==> config.mk <==
export PLATFORM = sky130hd
export DESIGN_NAME = step_pulse_gen
export DESIGN_NICKNAME = d
export VERILOG_FILES = /design/src/rtl/step_pulse_gen.sv
export SDC_FILE = /design/constraint.sdc
export NUM_CORES = 1
export LEC_CHECK = 0
export BUFFER_PORTS_ARGS = -buffer_cell sky130_fd_sc_hd__clkbuf_2
export CORE_ASPECT_RATIO = 2
export CORE_MARGIN = 4
export CORE_UTILIZATION = 47
export CTS_CLUSTER_DIAMETER = 200
export DETAILED_ROUTE_END_ITERATION = 8
export HOLD_SLACK_MARGIN = 0.1
export PLACE_DENSITY = 0.63
export SKIP_LAST_GASP = 1
export SLEW_MARGIN = 15
export SYNTH_ARGS = -nofsm -noshare
export SYNTH_HDL_FRONTEND = slang
export SYNTH_SLANG_ARGS = --single-unit
==> constraint.sdc <==
create_clock -name clk -period 4.25 [get_ports clk]
set_clock_uncertainty 0.05 [all_clocks]
set_input_delay 0 -clock clk [delete_from_list [all_inputs] [get_ports clk]]
set_output_delay 0 -clock clk [all_outputs]
set_load 0.02 [all_outputs]
==> src/rtl/step_pulse_gen.sv <==
// Step/direction pulse generator with an Avalon-MM register interface.
// Define STEP_POS_COUNTER_EN to add the signed POSITION register at word 0x06.
`timescale 1ns/1ps
module step_pulse_gen #(
    parameter int unsigned DIR_SETUP  = 4,
    parameter int unsigned MIN_PERIOD = 2
) (
    input  logic        clk,
    input  logic        rst_n,
    input  logic [7:0]  avs_address,
    input  logic        avs_write,
    input  logic [31:0] avs_write_data,
    input  logic        avs_read,
    output logic [31:0] avs_read_data,
    output logic        step_out,
    output logic        dir_out,
    output logic        irq
);
    localparam logic [7:0]  SETUP_LAST = 8'(DIR_SETUP - 1);
    localparam logic [31:0] MIN_PER    = 32'(MIN_PERIOD);

    typedef enum logic [1:0] {IDLE, SETUP, HIGH, LOW} state_t;

    state_t      state;
    logic [7:0]  setup_cnt;
    logic [31:0] cnt;
    logic [31:0] sh_period;
    logic [31:0] sh_high;
    logic [31:0] sent_r;

    logic [31:0] period_r;
    logic [31:0] high_time_r;
    logic [31:0] pulse_num_r;
    logic        dir_r;
    logic        irq_en_r;
    logic        stop_req;
    logic        done_r;
    logic        aborted_r;
    logic        cfg_err_r;
    logic [31:0] pos_rd;

    logic wr_ctrl, wr_period, wr_high, wr_pnum, wr_status;
    logic start_cmd, stop_cmd, busy, pulsing;
    logic timing_ok, cfg_ok, start_ok;
    logic period_end, count_hit, move_end;
    logic done_set, aborted_set, cfg_err_set;
    logic [2:0] w1c;
    logic done_nxt, aborted_nxt, cfg_err_nxt, irq_en_nxt;

    assign wr_ctrl   = avs_write && (avs_address == 8'h00);
    assign wr_period = avs_write && (avs_address == 8'h01);
    assign wr_high   = avs_write && (avs_address == 8'h02);
    assign wr_pnum   = avs_write && (avs_address == 8'h03);
    assign wr_status = avs_write && (avs_address == 8'h04);

    assign start_cmd = wr_ctrl && avs_write_data[0];
    assign stop_cmd  = wr_ctrl && avs_write_data[1];
    assign busy      = (state != IDLE);
    assign pulsing   = (state == HIGH) || (state == LOW);

    assign timing_ok = (period_r >= MIN_PER) && (high_time_r != 32'd0) &&
                       (high_time_r < period_r);
    assign cfg_ok    = timing_ok && (pulse_num_r != 32'd0);
    assign start_ok  = start_cmd && !busy && cfg_ok;

    assign period_end  = pulsing && (cnt == sh_period - 32'd1);
    assign count_hit   = (sent_r + 32'd1 == pulse_num_r);
    assign move_end    = period_end && (count_hit || stop_req);
    // Reaching the programmed count is a normal end even if a stop was pending.
    assign done_set    = move_end && count_hit;
    assign aborted_set = move_end && !count_hit;
    assign cfg_err_set = start_cmd && !busy && !cfg_ok;

    // Sticky flags: a set in the same cycle as its W1C wins.
    assign w1c         = wr_status ? avs_write_data[3:1] : 3'b000;
    assign done_nxt    = done_set    || (done_r    && !w1c[0]);
    assign aborted_nxt = aborted_set || (aborted_r && !w1c[1]);
    assign cfg_err_nxt = cfg_err_set || (cfg_err_r && !w1c[2]);
    assign irq_en_nxt  = wr_ctrl ? avs_write_data[3] : irq_en_r;

    always_ff @(posedge clk or negedge rst_n) begin
        if (!rst_n) begin
            period_r    <= '0;
            high_time_r <= '0;
            pulse_num_r <= '0;
            dir_r       <= 1'b0;
            irq_en_r    <= 1'b0;
            stop_req    <= 1'b0;
            done_r      <= 1'b0;
            aborted_r   <= 1'b0;
            cfg_err_r   <= 1'b0;
            irq         <= 1'b0;
        end else begin
            if (wr_ctrl && !busy)
                dir_r <= avs_write_data[2];
            irq_en_r <= irq_en_nxt;
            if (wr_period)
                period_r <= avs_write_data;
            if (wr_high)
                high_time_r <= avs_write_data;
            if (wr_pnum && !busy)
                pulse_num_r <= avs_write_data;

            if (move_end)
                stop_req <= 1'b0;
            else if (stop_cmd && (busy || start_ok))
                stop_req <= 1'b1;

            done_r    <= done_nxt;
            aborted_r <= aborted_nxt;
            cfg_err_r <= cfg_err_nxt;
            irq       <= irq_en_nxt && (done_nxt || aborted_nxt);
        end
    end

    // step_out follows the HIGH state one cycle later, so it never glitches.
    always_ff @(posedge clk or negedge rst_n) begin
        if (!rst_n) begin
            state     <= IDLE;
            setup_cnt <= '0;
            cnt       <= '0;
            sh_period <= '0;
            sh_high   <= '0;
            sent_r    <= '0;
            step_out  <= 1'b0;
            dir_out   <= 1'b0;
        end else begin
            step_out <= (state == HIGH);
            case (state)
                IDLE: begin
                    if (start_ok) begin
                        state     <= SETUP;
                        setup_cnt <= '0;
                        sent_r    <= '0;
                        dir_out   <= avs_write_data[2];
                        sh_period <= period_r;
                        sh_high   <= high_time_r;
                    end
                end
                SETUP: begin
                    if (setup_cnt == SETUP_LAST) begin
                        state <= HIGH;
                        cnt   <= '0;
                    end else begin
                        setup_cnt <= setup_cnt + 8'd1;
                    end
                end
                HIGH, LOW: begin
                    if (period_end) begin
                        sent_r <= sent_r + 32'd1;
                        cnt    <= '0;
                        if (move_end) begin
                            state <= IDLE;
                        end else begin
                            state <= HIGH;
                            // An inconsistent mid-move update keeps the last good timing.
                            if (timing_ok) begin
                                sh_period <= period_r;
                                sh_high   <= high_time_r;
                            end
                        end
                    end else begin
                        cnt <= cnt + 32'd1;
                        if ((state == HIGH) && (cnt == sh_high - 32'd1))
                            state <= LOW;
                    end
                end
                default: state <= IDLE;
            endcase
        end
    end

`ifdef STEP_POS_COUNTER_EN
    logic signed [31:0] position;

    always_ff @(posedge clk or negedge rst_n) begin
        if (!rst_n)
            position <= '0;
        else if (wr_ctrl && avs_write_data[4])
            position <= '0;
        else if (period_end)
            position <= dir_out ? position + 32'sd1 : position - 32'sd1;
    end

    assign pos_rd = position;
`else
    assign pos_rd = '0;
`endif

    always_ff @(posedge clk or negedge rst_n) begin
        if (!rst_n) begin
            avs_read_data <= '0;
        end else if (avs_read) begin
            case (avs_address)
                8'h00:   avs_read_data <= {28'd0, irq_en_r, dir_r, 2'b00};
                8'h01:   avs_read_data <= period_r;
                8'h02:   avs_read_data <= high_time_r;
                8'h03:   avs_read_data <= pulse_num_r;
                8'h04:   avs_read_data <= {28'd0, cfg_err_r, aborted_r, done_r, busy};
                8'h05:   avs_read_data <= sent_r;
                8'h06:   avs_read_data <= pos_rd;
                default: avs_read_data <= '0;
            endcase
        end
    end
endmodule
==> reports/metrics.yaml <==
synth-edff-count: 0
drtIter0Drc: 1295
overflow: 0
dp_hpwl_um: 49080
drtAntennaViolNets: 0
maxSlewHeadroom: 0.3864
pwr_density_cell_mw_per_mm2: 300.0
cts_made_buffers: 28
timing_hold_violations_final: 0
yosysWarnings: 0
viasPerCell: 6.481
track_usage: 0.3040
place_congestion: 0.9860
design_area_mm2: 0.02127
async_reset_ff_frac: 1.000
rows: 102
synthToLayoutAreaGrowth_pct: 15.23
finalSetupViolations: 0
stdcell_count: 2755
rsz0062_at_grt: "false"
num_vias: 17854
slew_violations: 0
drv_cap: 0
coreArea_mm2: 0.03880
clkTransAtPathRegs_ps: 70
worstSkewPairLatency_ps: 580
cts_sinks: 275
diodes: 0
die_h_um: 288.2
drc_errors: 0
antenna_found_initial: 1
max-vdd-ir-drop_uv: 316.2
wirelength_um: 66570
synth_seq_cells: 275
fin_nets: 2293
setup_slack_ps: 244.3
worstHoldPathType: "in2reg"
dpl-instance-area_mm2: 0.01967
period_needed_ps: 4006
critical_path_arrival_ps: 4370
fmax_mhz: 249.6
dieWidth_um: 148.1
crit_fanout: 20
syn_area_mm2: 0.01846
grt_pass1_vias: 17323
p_leak_uw: 0.008796
finalSetupTns_ps: 0
post_drt_wl_per_cell_um: 24.16
firstDrtPassIters: 8
tightest_slew_ps: 920.4
die_area_mm2: 0.04270
start_util: 0.4757
status: "finished clean"
cts-root-buf: "clkbuf_16"
drive_above_1_share: 0.1445
power_uw: 6380
path_class: "reg2reg"
grt_pass1_wl_um: 101200
port_buffers: 78
dp_cells: 2655
worstPathRequired_ps: 4620
start_kind: "register"
io_pins: 79
worst_setup_path_end_kind: "register"
grt_max_degree: 129
pre_cts_slack_ps: 141.9
n_fill_cell: 3594
avgSynthCellArea_um2: 8.576
ys_seq_area_frac: 0.3729
clk_path_buf_depth: 3
synth_cell_types: 70
syn_inst: 2152
synthesis.nets: 2232
cts_tree: "done"
cts.htree.levels: 1
min_period_over_period: 0.9425
synthFlopType: "dfrtp_1"
## stage by stage
step | utilization | hold WS, ps
3_5_place_dp | 0.5069 | 49.47
5_1_grt | 0.5482 | 170.5
4_1_cts | 0.5464 | 138.7
3_3_place_gp | 0.5069 | 44.32
6_report | 0.5482 | 152.3
2_1_floorplan | - | -345.6
## power breakdown
group | total [uW] | internal (uW) | switching, uW
Combinational | 598 | 241 | 357
Sequential | 2870 | 2710 | 167
Clock | 2910 | 1730 | 1180
Total | 6380 | 4680 | 1700
## kinds of logic after synthesis
logic type               after synthesis  share of synthesized area
AND/OR/NAND/NOR                      756                     0.2104
AO/OA/AOI/OAI                        532                     0.2026
buffers and inverters                326                    0.06989
flip-flops                           275                     0.3729
XOR/XNOR                             134                    0.06433
multiplexers                          93                    0.05545
adder cells (fa/ha/maj)               36                    0.02441
## final cells by class
| cell class | count | area, um2 | share of cell area |
|---|---|---|---|
| Clock buffer | 34 | 774.5 | 0.03642 |
| Multi-Input combinational cell | 1551 | 10370 | 0.4875 |
| Tap cell | 520 | 650.6 | 0.03059 |
| Timing Repair Buffer | 217 | 1779 | 0.08366 |
| Clock inverter | 18 | 289.0 | 0.01359 |
| Sequential cell | 275 | 6882 | 0.3236 |
| Inverter | 140 | 525.5 | 0.02471 |
## cell usage after synthesis, types with 25 or more instances
library cell	number	share of area
mux2_2	74	0.045
o211ai_1	72	0.029
nand4_1	128	0.043
a222oi_1	32	0.017
nor3_1	49	0.013
xor2_1	50	0.024
nor4_1	58	0.020
a221oi_1	65	0.031
dfrtp_1	275	0.37
a31oi_1	31	0.011
buf_2	26	0.0071
clkbuf_1	143	0.029
o21ai_0	114	0.031
xnor2_1	83	0.039
or4_1	25	0.010
ha_1	36	0.024
a211oi_1	71	0.029
o22ai_1	35	0.012
nand3_1	71	0.019
nand2_1	185	0.038
a21oi_1	42	0.011
inv_1	139	0.028
nor2_1	142	0.029
## timing repair
action	in CTS	in global routing
setup buffers	0	2
hold buffers	45	0
hold endpoints to repair	278	0
setup endpoints to repair	0	72
gates resized for setup	0	4
## worst paths after layout
path / start / slack, ps / cells past startpoint / to
max reg2reg: sh_period[1] / 240 / 15 / cnt[29]
min: avs_read / 150 / 3 / avs_read_data[3]
max in group asynchronous: rst_n / 2910 / 4 / sh_high[15]
max: sh_period[1] / 240 / 15 / cnt[29]
min reg2reg: setup_cnt[1] / 470 / 2 / setup_cnt[1]
min in group asynchronous: rst_n / 360 / 3 / high_time_r[4]
## worst max-delay path, stage by stage (launching register included)
cell and delay [ps]:
dfrtp_1 430, inv_1 140, ha_1 170, or4b_4 490, or4_1 410, buf_4 190, nor2_1 140, xnor2_1 140
or3b_2 460, and4bb_4 410, buf_12 120, a21oi_4 60, buf_12 180, buf_4 170, a41oi_1 210, a31oi_1 60
## layer usage
metal | GRT usage | up-vias | part of all wire
met1 | 0.3284 | 8804 | 0.35
li1 | - | 8180 | -
met3 | 0.02920 | 223 | 0.040
met2 | 0.5509 | 647 | 0.52
met4 | 0.2146 | 0 | 0.085
met5 | 0 | - | 0
## placed cells by master, fill, tap and decap left out, types with 12 or more instances in the layout
cell type,count
dfrtp_1,275
nand2_1,185
nor2_1,141
inv_1,139
nand4_1,128
o21ai_0,113
xnor2_1,83
buf_4,78
clkbuf_2,77
mux2_2,74
o211ai_1,72
nand3_1,71
a211oi_1,71
a221oi_1,65
nor4_1,57
xor2_1,50
nor3_1,47
dlygate4sd3_1,44
a21oi_1,41
ha_1,36
o22ai_1,35
a222oi_1,32
a31oi_1,31
clkbuf_16,30
or4_1,25
and3_1,18
mux2i_1,18
nand2b_1,15
buf_12,15
or3_1,12
a21o_1,12
## flip-flops by register name, summed over array words and instances (netlist names), 8 cells and up
name and flops:
period_r 32, pulse_num_r 32, high_time_r 32, sh_high 32, sent_r 32, avs_read_data 32, sh_period 32, cnt 32
setup_cnt 8
Power figures use the tool's default switching activity.
